File: src/rtl/nco_phase_accumulator.sv
// ---------------------------------------------------------------------------
// nco_phase_accumulator
//
// Phase accumulator for the NCO. It integrates a tuning word once per audio
// sample strobe and presents the accumulator MSBs as the phase word for the
// quarter-wave sine lookup. It also supports note gating, hard sync and an
// exponential glide (portamento) between tuning words.
//
// Ports:
//   clk          system clock (rising edge)
//   rst_n        asynchronous active-low reset
//   sample_en    one-cycle strobe at the audio sample rate
//   tw_in        new tuning word (phase increment), ACC_WIDTH bits
//   tw_valid     tw_in valid
//   tw_ready     block can accept a tuning word (no word pending)
//   glide_en     1 = glide to the new tuning word, 0 = jump to it
//   gate         note on/off, sampled on sample_en
//   sync         hard-sync request, held internally until the next strobe
//   phase        phase word, PHASE_WIDTH MSBs of the accumulator
//   phase_valid  one-cycle pulse, phase updated (one clk after sample_en)
//   wrap         one-cycle pulse, accumulator overflowed on this update
// ---------------------------------------------------------------------------
module nco_phase_accumulator #(
    parameter int ACC_WIDTH   = 24,
    parameter int PHASE_WIDTH = 8,
    parameter int GLIDE_SHIFT = 4
) (
    input  logic                   clk,
    input  logic                   rst_n,
    input  logic                   sample_en,
    input  logic [ACC_WIDTH-1:0]   tw_in,
    input  logic                   tw_valid,
    output logic                   tw_ready,
    input  logic                   glide_en,
    input  logic                   gate,
    input  logic                   sync,
    output logic [PHASE_WIDTH-1:0] phase,
    output logic                   phase_valid,
    output logic                   wrap
);

    typedef enum logic [1:0] {
        ST_IDLE  = 2'd0,
        ST_RUN   = 2'd1,
        ST_GLIDE = 2'd2
    } state_t;

    // Registered state
    state_t                 state_reg;
    logic [ACC_WIDTH-1:0]   acc_reg;
    logic [ACC_WIDTH-1:0]   cur_tw_reg;
    logic [ACC_WIDTH-1:0]   tgt_tw_reg;
    logic                   pending_reg;
    logic                   sync_latch_reg;
    logic [PHASE_WIDTH-1:0] phase_reg;
    logic                   phase_valid_reg;
    logic                   wrap_reg;

    // Next-state values, only committed on sample_en
    state_t                 state_next;
    logic [ACC_WIDTH-1:0]   acc_next;
    logic [ACC_WIDTH-1:0]   cur_tw_next;
    logic                   wrap_next;

    // Datapath helpers
    logic                   tw_accept;
    logic                   sync_hit;
    logic                   tgt_above;
    logic [ACC_WIDTH-1:0]   glide_diff;
    logic [ACC_WIDTH-1:0]   glide_shifted;
    logic [ACC_WIDTH-1:0]   glide_step;
    logic [ACC_WIDTH-1:0]   glide_cur;
    logic [ACC_WIDTH:0]     acc_sum;

    assign tw_ready    = !pending_reg;
    assign tw_accept   = tw_valid && !pending_reg;
    // A sync arriving on the strobe cycle itself still counts for that strobe.
    assign sync_hit    = sync_latch_reg || sync;

    assign phase       = phase_reg;
    assign phase_valid = phase_valid_reg;
    assign wrap        = wrap_reg;

    // Glide step: distance scaled down, never below 1 so the glide always
    // terminates. The step never exceeds the distance, so it cannot overshoot.
    assign tgt_above     = tgt_tw_reg > cur_tw_reg;
    assign glide_diff    = tgt_above ? (tgt_tw_reg - cur_tw_reg) : (cur_tw_reg - tgt_tw_reg);
    assign glide_shifted = glide_diff >> GLIDE_SHIFT;
    assign glide_step    = (glide_shifted == '0) ? ACC_WIDTH'(1) : glide_shifted;
    assign glide_cur     = tgt_above ? (cur_tw_reg + glide_step) : (cur_tw_reg - glide_step);

    // Accumulate with the tuning word as it stood before this strobe's update;
    // the extra MSB is the carry that drives wrap.
    assign acc_sum = {1'b0, acc_reg} + {1'b0, cur_tw_reg};

    always_comb begin
        acc_next    = acc_reg;
        cur_tw_next = cur_tw_reg;
        state_next  = state_reg;
        wrap_next   = 1'b0;

        if (!gate) begin
            // Note off overrides everything: park in IDLE with a cleared
            // accumulator. A pending jump still lands so the next note-on
            // starts at the requested pitch.
            state_next = ST_IDLE;
            acc_next   = '0;
            if (pending_reg && !glide_en) begin
                cur_tw_next = tgt_tw_reg;
            end
        end else begin
            // Tuning word update
            if (pending_reg) begin
                if (glide_en) begin
                    // Entering (or retargeting) a glide; tuning word holds
                    // on this strobe and starts moving on the next one.
                    state_next = ST_GLIDE;
                end else begin
                    cur_tw_next = tgt_tw_reg;
                    state_next  = ST_RUN;
                end
            end else if (state_reg == ST_GLIDE) begin
                if (glide_diff == '0) begin
                    state_next = ST_RUN;
                end else begin
                    cur_tw_next = glide_cur;
                    if (glide_cur == tgt_tw_reg) begin
                        state_next = ST_RUN;
                    end
                end
            end else begin
                // RUN stays RUN; IDLE with gate high is a note-on.
                state_next = ST_RUN;
            end

            // Accumulator update; IDLE already holds acc=0, so a note-on
            // strobe naturally starts from zero and adds on the same strobe.
            if (sync_hit) begin
                acc_next = '0;
            end else begin
                acc_next  = acc_sum[ACC_WIDTH-1:0];
                wrap_next = acc_sum[ACC_WIDTH];
            end
        end
    end

    always_ff @(posedge clk or negedge rst_n) begin
        if (!rst_n) begin
            state_reg       <= ST_IDLE;
            acc_reg         <= '0;
            cur_tw_reg      <= '0;
            tgt_tw_reg      <= '0;
            pending_reg     <= 1'b0;
            sync_latch_reg  <= 1'b0;
            phase_reg       <= '0;
            phase_valid_reg <= 1'b0;
            wrap_reg        <= 1'b0;
        end else begin
            phase_valid_reg <= sample_en;
            wrap_reg        <= sample_en && wrap_next;

            if (sample_en) begin
                state_reg      <= state_next;
                acc_reg        <= acc_next;
                cur_tw_reg     <= cur_tw_next;
                phase_reg      <= acc_next[ACC_WIDTH-1 -: PHASE_WIDTH];
                sync_latch_reg <= 1'b0;
                pending_reg    <= 1'b0;
            end else if (sync) begin
                sync_latch_reg <= 1'b1;
            end

            // Accepting on a strobe cycle (only possible with nothing
            // pending) leaves the new word pending for the next strobe.
            if (tw_accept) begin
                tgt_tw_reg  <= tw_in;
                pending_reg <= 1'b1;
            end
        end
    end

endmodule

File: config.mk
export PLATFORM = sky130hd
export DESIGN_NAME = nco_phase_accumulator
export DESIGN_NICKNAME = d
export VERILOG_FILES = /design/src/rtl/nco_phase_accumulator.sv
export SDC_FILE = /design/constraint.sdc
export NUM_CORES = 1
export LEC_CHECK = 0
export CAP_MARGIN = 30
export CORE_MARGIN = 5
export CORE_UTILIZATION = 33
export DETAILED_ROUTE_END_ITERATION = 6
export PLACE_DENSITY = 0.48
export SYNTH_ARGS = -nofsm -noshare
export SYNTH_HDL_FRONTEND = slang
export SYNTH_SLANG_ARGS = --single-unit
File: constraint.sdc
create_clock -name clk -period 8.4 [get_ports clk]
set_input_delay 1.26 -clock clk [delete_from_list [all_inputs] [get_ports clk]]
set_output_delay 1.26 -clock clk [all_outputs]
set_load 0.01 [all_outputs]
# Word level (Yosys, flattened, before mapping)

Cells that the tools add are included.

Add/subtract/negate cells: 5
Order comparisons: 1
Equal/unequal tests: 6
Muxes and demuxes: 23
Reduce and logical (&&, ||, !) cells: 13

Operators with widths:

| operator                                      | number |
|---|---|
| two-way mux 24 bit                            | 10 |
| zero test 24 bit                              | 2 |
| subtractor 24 bit                             | 2 |
| adder 24 x 24 -> 25 bit                       | 1 |
| adder 24 x 20 -> 24 bit                       | 1 |
| == test 24 bit                                | 1 |
| > comparator 24 bit                           | 1 |
| subtractor 24 x 20 -> 24 bit                  | 1 |
| two-way mux 20 bit                            | 1 |
| two-way mux 2 bit                             | 6 |
| two-way mux 1 bit                             | 6 |
| != test 3 bit, second input constant          | 2 |
| nonzero test 2 bit                            | 3 |
| != test 5 x 3 -> 1 bit, second input constant | 1 |
| AND reduction 5 bit                           | 1 |
| logical AND 1 bit                             | 3 |
| != test 3 x 1 -> 1 bit, second input constant | 1 |
| == test 2 bit, second input constant          | 1 |
| zero test 1 bit                               | 2 |
| AND reduction 2 bit                           | 1 |
| logical OR 1 bit                              | 1 |

Bits in registers: 86
Output and inout port bits: 11
Word-level logic and storage cells: 57

# Longest topological paths before layout

Depth after elaboration: 12
Gate-level depth with buffers: 37

# Worst setup path after synthesis

Ideal clock, no wire load.

Kind: flip-flop to flip-flop
Start: register tgt_tw_reg[0]
End: register state_reg[0]
Data arrival time: 7.090 ns
Required time: 8.280 ns
Path slack: 1.189 ns
Stages on the path, launching flop included: 34
Clock period less this slack: 7.211 ns
Cells stage by stage: dfrtp_1 > inv_1 > ha_1 > fa_1 > nand2b_1 > a211oi_2 > o21ai_2 > o311a_4 > a21boi_4 > inv_2 > or4_4 > nand3_2 > nand4_4 > nor4_4 > nand2_1 > nand2_1 > inv_1 > ha_1 > xor2_1 > a21oi_1 > xnor2_1 > ha_1 > o21a_1 > o31a_1 > o31a_1 > o211a_1 > o21ai_0 > mux2_2 > a2111oi_0 > a32oi_1 > o2111ai_1 > nor4_1 > or3_1 > a41o_1

Cells in the longest elaborated chain, start to end: 9
Elaborated cells between the ends (all ways): 17
Classes of those cells: add/sub: 4; order compare: 1; eq/ne: 2; mux: 7; reduce/logical: 3

Ends and longest elaborated chain:

| what                                                                    | RTL line | text |
|---|---|---|
| start: declaration                                                      | 52       | `logic [ACC_WIDTH-1:0] tgt_tw_reg;` |
| start signal: assignment                                                | 176      | `tgt_tw_reg <= tw_in;` |
| subtractor 24 bit or > comparator 24 bit (tied branches)                | 87, 86   |  |
| two-way mux 24 bit                                                      | 87       | `assign glide_diff = tgt_above ? (tgt_tw_reg - cur_tw_reg) : (cur_tw_reg - tgt_tw_reg);` |
| zero test 24 bit                                                        | 89       | `assign glide_step = (glide_shifted == '0) ? ACC_WIDTH'(1) : glide_shifted;` |
| two-way mux 20 bit                                                      | 89       |  |
| subtractor 24 x 20 -> 24 bit or adder 24 x 20 -> 24 bit (tied branches) | 90       | `assign glide_cur = tgt_above ? (cur_tw_reg + glide_step) : (cur_tw_reg - glide_step);` |
| two-way mux 24 bit                                                      | 90       |  |
| == test 24 bit                                                          | 127      | `if (glide_cur == tgt_tw_reg) begin` |
| != test 5 x 3 -> 1 bit (no source line)                                 | -        |  |
| AND reduction 2 bit (no source line)                                    | -        |  |
| end signal: assignment                                                  | 163      | `state_reg <= state_next;` |
| end: declaration                                                        | 49       | `state_t state_reg;` |

Parallel ways exist; a longest one is shown, timed or not.
A chain may end at the register's enable or synchronous reset.

# Final worst setup path

Start: register cur_tw_reg[17]
End: register state_reg[0]

Cells in the longest elaborated chain, start to end: 9
Elaborated cells between the ends (all ways): 17
Classes of those cells: add/sub: 4; order compare: 1; eq/ne: 2; mux: 7; reduce/logical: 3

Ends and longest elaborated chain:

| what                                                                    | RTL line | text |
|---|---|---|
| start: declaration                                                      | 51       | `logic [ACC_WIDTH-1:0] cur_tw_reg;` |
| start signal: assignment                                                | 165      | `cur_tw_reg <= cur_tw_next;` |
| subtractor 24 bit or > comparator 24 bit (tied branches)                | 87, 86   |  |
| two-way mux 24 bit                                                      | 87       |  |
| zero test 24 bit                                                        | 89       |  |
| two-way mux 20 bit                                                      | 89       |  |
| subtractor 24 x 20 -> 24 bit or adder 24 x 20 -> 24 bit (tied branches) | 90       |  |
| two-way mux 24 bit                                                      | 90       |  |
| == test 24 bit                                                          | 127      |  |
| != test 5 x 3 -> 1 bit (no source line)                                 | -        |  |
| AND reduction 2 bit (no source line)                                    | -        |  |

Parallel ways exist; a longest one is shown, timed or not.

==> run summary <==
The run gives 0.3639 ns as the post-layout worst setup margin. Using the TritonRoute via totals, the vias-per-cell ratio works out to 5.582. The maximum count of clock buffers along a single path is 2, and the HPWL after detailed placement is 28070 um. Kind of end point of the critical path: a register.

The data required time of the worst path is 8.64 ns. After synthesis the netlist holds a flip-flop and latch count of 78. Share of synthesized registers carrying an async set or reset: 100.0%. Port buffering added 41 buffers.

The first global-routing pass estimated 54710 um of wire. Before antenna repair, the detailed router went through 5 iterations. The maximum number of pins on one net before global-route repair was 51. The worst register-to-register path begins at cur_tw_reg[17]. Setup violations remaining at the end of the flow were counted as 0.

The run gives 0 as the reported max-cap violation count. The number of enable flip-flop cells after synthesis was 0. The busiest layer in global routing is met2.

The run gives 0 as the hold violation count in the final report. The number of different library cells used by synthesis comes to 90. The final layout contains routed wiring with a total length of 35290 um. Of the post-synthesis cell area, the dominant cell type holds 20.01%. After detailed routing, the average wire length per cell comes to 21.40 um.

A synthesized cell averages 7.981 um^2. Measured against its own limit, the worst slew margin works out to 38.31%. The core box area is 0.02940 mm^2. Clock insertion delay at the later pin of the skew report: 0.35 ns. CTS built an H-tree with a depth of 3.

The tools report the global routing usage on met1 as 29.21%. sky130_fd_sc_hd__dfrtp_1 takes more of the synthesized area than any other cell. Measured in cells, the most critical reg-to-reg path has a length of 33. The filler cells instantiated in the layout total 3088.

The congestion estimate from routability-driven global placement came to 0.9352. Counting instances in the post-synthesis netlist gives the leading cell types as sky130_fd_sc_hd__nand2_1, sky130_fd_sc_hd__a21oi_1, sky130_fd_sc_hd__ha_1. 42 I/O pins were placed.

The number of nets in the synthesized netlist came out at 1352. The dominant cell by count in the synthesized netlist was sky130_fd_sc_hd__nand2_1. Clock-pin slew was measured on the worst setup and hold paths at 0.07 ns.

The tree is rooted in a sky130_fd_sc_hd__clkbuf_16. Yosys printed 0 warnings. At the pin with the least slew margin, the transition time is 0.9244 ns. Sorting the synthesized cells by area gives the leading types as sky130_fd_sc_hd__dfrtp_1, sky130_fd_sc_hd__ha_1, sky130_fd_sc_hd__xnor2_1. After detailed routing, the number of remaining DRC violations is 0. Following the worst setup path forward leads to its endpoint at state_reg[0].

The run gives 0.007336 mm^2 as the area occupied by multi-input gates. The largest driver fanout on the critical path works out to 40. The class of the most critical setup path is reg2reg. The run gives 654 as the number of DRC markers in iteration 0. Global routing consumed, on the met3 layer, 2.384% of the routing resources. The worst setup path is launched from a register. The master of the slowest instance on the critical path was sky130_fd_sc_hd__or4_1.

Shortest clock period the worst path allows after layout: 8.036 ns. The starting utilization of the core area was 33.17%; the worst setup timing slack at the placement stage was -0.06211 ns. The worst register-to-register path has a setup slack of 0.36 ns.

For the row count, the log shows 63. The most used flip-flop cell after synthesis is sky130_fd_sc_hd__dfrtp_1. The logs give 0 for the count of antenna diodes in the layout and 0 for the overall overflow remaining after global route. The biggest cell delay along the critical path came out at 0.62 ns. Of the synthesized area, sequential elements account for 20.01%. Summing every instance area after synthesis gives 0.009753 mm^2. TritonCTS built the clock tree.

The run gives 1 as the initial antenna violation count. Based on the critical path, the design can be clocked at up to 124.4 MHz. In the final layout, the share of cells above drive strength 1 is 10.48%. The met2 track demand over resource was 34.09%; the post-route fraction of the period consumed by the critical path was 95.67%. For this design, the sink count on the clock tree is 78. The die covers 0.03309 mm^2. The die width came out at 181.9 um. The total CTS buffers was 9; the number of buffers inserted for hold repair after clock tree synthesis was 0. After technology mapping, the gate count stands at 1222.

The worst setup path startpoint is cur_tw_reg[17]. The count of nets left with antenna violations once routing finished came out at 0. The run gives 0.008433 ns as the setup clock skew after layout. The min-delay analysis places its worst path in the category reg2reg. In the final layout, flip-flops and latches occupy 0.001953 mm^2.

The run finished with clean final reports. The overall global routing resource usage was 21.04%. The tools report the endpoint of the worst register-to-register path as state_reg[0]. The total vias in the final route was 9204; the synthesis-to-layout area growth was 14.32%.

The die is 181.9 um tall. The number of global-route vias before repair was 8949. Data on the critical path arrives at its endpoint at 8.27 ns. For the count of final max-slew check failures, the log shows 0. For this run, the post-layout net count is 1384.

The hold path depth came out at 1.
-- per-layer routing --
layer / up-vias / routed length [um]
met4: 0 / 1334
met5: - / 0
met3: 56 / 1450
met2: 262 / 16280
met1: 4407 / 16220
li1: 4479 / -
-- worst min path at each step --
stage	from	slack, ns	endpoint
final	acc_reg[6]	0.49	acc_reg[6]
after global routing	acc_reg[2]	0.52	acc_reg[2]
after CTS	sync_latch_reg	0.50	sync_latch_reg
after detailed placement	sync_latch_reg	0.48	sync_latch_reg
after global placement	sync_latch_reg	0.47	sync_latch_reg
after floorplan	sync_latch_reg	0.45	sync_latch_reg
-- cell usage in the layout (no fill, tap or decap), types with 5 or more instances in the layout --
cell / netlist / layout
sky130_fd_sc_hd__nand2_1: 105 / 104
sky130_fd_sc_hd__a21oi_1: 98 / 97
sky130_fd_sc_hd__ha_1: 95 / 89
sky130_fd_sc_hd__inv_1: 78 / 78
sky130_fd_sc_hd__dfrtp_1: 78 / 77
sky130_fd_sc_hd__nor2_1: 76 / 76
sky130_fd_sc_hd__o21ai_0: 81 / 74
sky130_fd_sc_hd__xnor2_1: 61 / 59
sky130_fd_sc_hd__buf_4: 15 / 44
sky130_fd_sc_hd__xor2_1: 42 / 41
sky130_fd_sc_hd__clkdlybuf4s50_1: 0 / 40
sky130_fd_sc_hd__a21o_1: 36 / 36
sky130_fd_sc_hd__mux2i_1: 33 / 33
sky130_fd_sc_hd__nor3_1: 31 / 31
sky130_fd_sc_hd__o21a_1: 22 / 22
sky130_fd_sc_hd__nand3_1: 22 / 22
sky130_fd_sc_hd__o2bb2ai_1: 21 / 21
sky130_fd_sc_hd__nor2b_1: 20 / 19
sky130_fd_sc_hd__and2_1: 16 / 16
sky130_fd_sc_hd__and3_1: 14 / 14
sky130_fd_sc_hd__nand2b_1: 13 / 13
sky130_fd_sc_hd__a31oi_1: 12 / 12
sky130_fd_sc_hd__or2_2: 12 / 12
sky130_fd_sc_hd__nand4_1: 12 / 12
sky130_fd_sc_hd__or3_1: 10 / 10
sky130_fd_sc_hd__o21ai_1: 3 / 9
sky130_fd_sc_hd__clkbuf_16: 0 / 9
sky130_fd_sc_hd__o31ai_1: 10 / 8
sky130_fd_sc_hd__o2111ai_1: 10 / 8
sky130_fd_sc_hd__o21bai_1: 8 / 8
sky130_fd_sc_hd__nor3b_1: 8 / 8
sky130_fd_sc_hd__a211oi_1: 8 / 7
sky130_fd_sc_hd__o211ai_1: 7 / 7
sky130_fd_sc_hd__nor4_1: 6 / 5
sky130_fd_sc_hd__o31a_1: 5 / 5
sky130_fd_sc_hd__o221ai_1: 5 / 5
-- cells by family (layout without fill, tap and decap cells) --
logic type / after synthesis / count (layout) / share of synthesized area (%)
flip-flops: 78 / 78 / 20.01
buffers and inverters: 145 / 182 / 6.594
adder cells (fa/ha/maj): 99 / 99 / 13.01
multiplexers: 38 / 38 / 3.990
AO/OA/AOI/OAI: 393 / 393 / 27.72
AND/OR/NAND/NOR: 363 / 363 / 18.73
XOR/XNOR: 106 / 106 / 9.942
-- per-stage QoR --
stage / std cells / TNS [ns] / hold slack [ns] / utilization [%] / instance area [um^2]
floorplan: 1222 / 0 / 0.4504 / - / 9753
global placement: 1625 / 0 / 0.4691 / 36.08 / 10610
detailed placement: 1626 / -0.1050 / 0.4797 / 36.13 / 10620
CTS: 1642 / 0 / 0.4957 / 37.20 / 10940
global route: 1649 / -0.2766 / 0.5218 / 37.92 / 11150
finish: 1649 / 0 / 0.4930 / 37.92 / 11150
-- critical path, delay by kind of cell, from the launching register on --
family                     cells  cell delay [ns]
buffers and inverters          4             0.54
xor gates and xnor gates       2             0.52
adders and majority gates      3             0.90
DFF                            1             0.45
and+or+nand+nor               10             2.28
AOI/OAI and AO/OA             14             3.20
-- timing repair --
action | CTS | global route
endpoints found under the setup margin | 2 | 6
pin swaps | 0 | 8
resized for setup | 6 | 40
cloned | 0 | 0
buffers inserted | 0 | 7
-- layout make-up --
class	count	area share, %
Clock buffer	10	2.054
Clock inverter	6	0.6284
Inverter	79	2.660
Multi-Input combinational cell	999	65.80
Sequential cell	78	17.52
Tap cell	390	4.377
Timing Repair Buffer	87	6.969
Power is not shown: default switching activity piles up to over one toggle a cycle in this logic, so the estimate is an artifact.
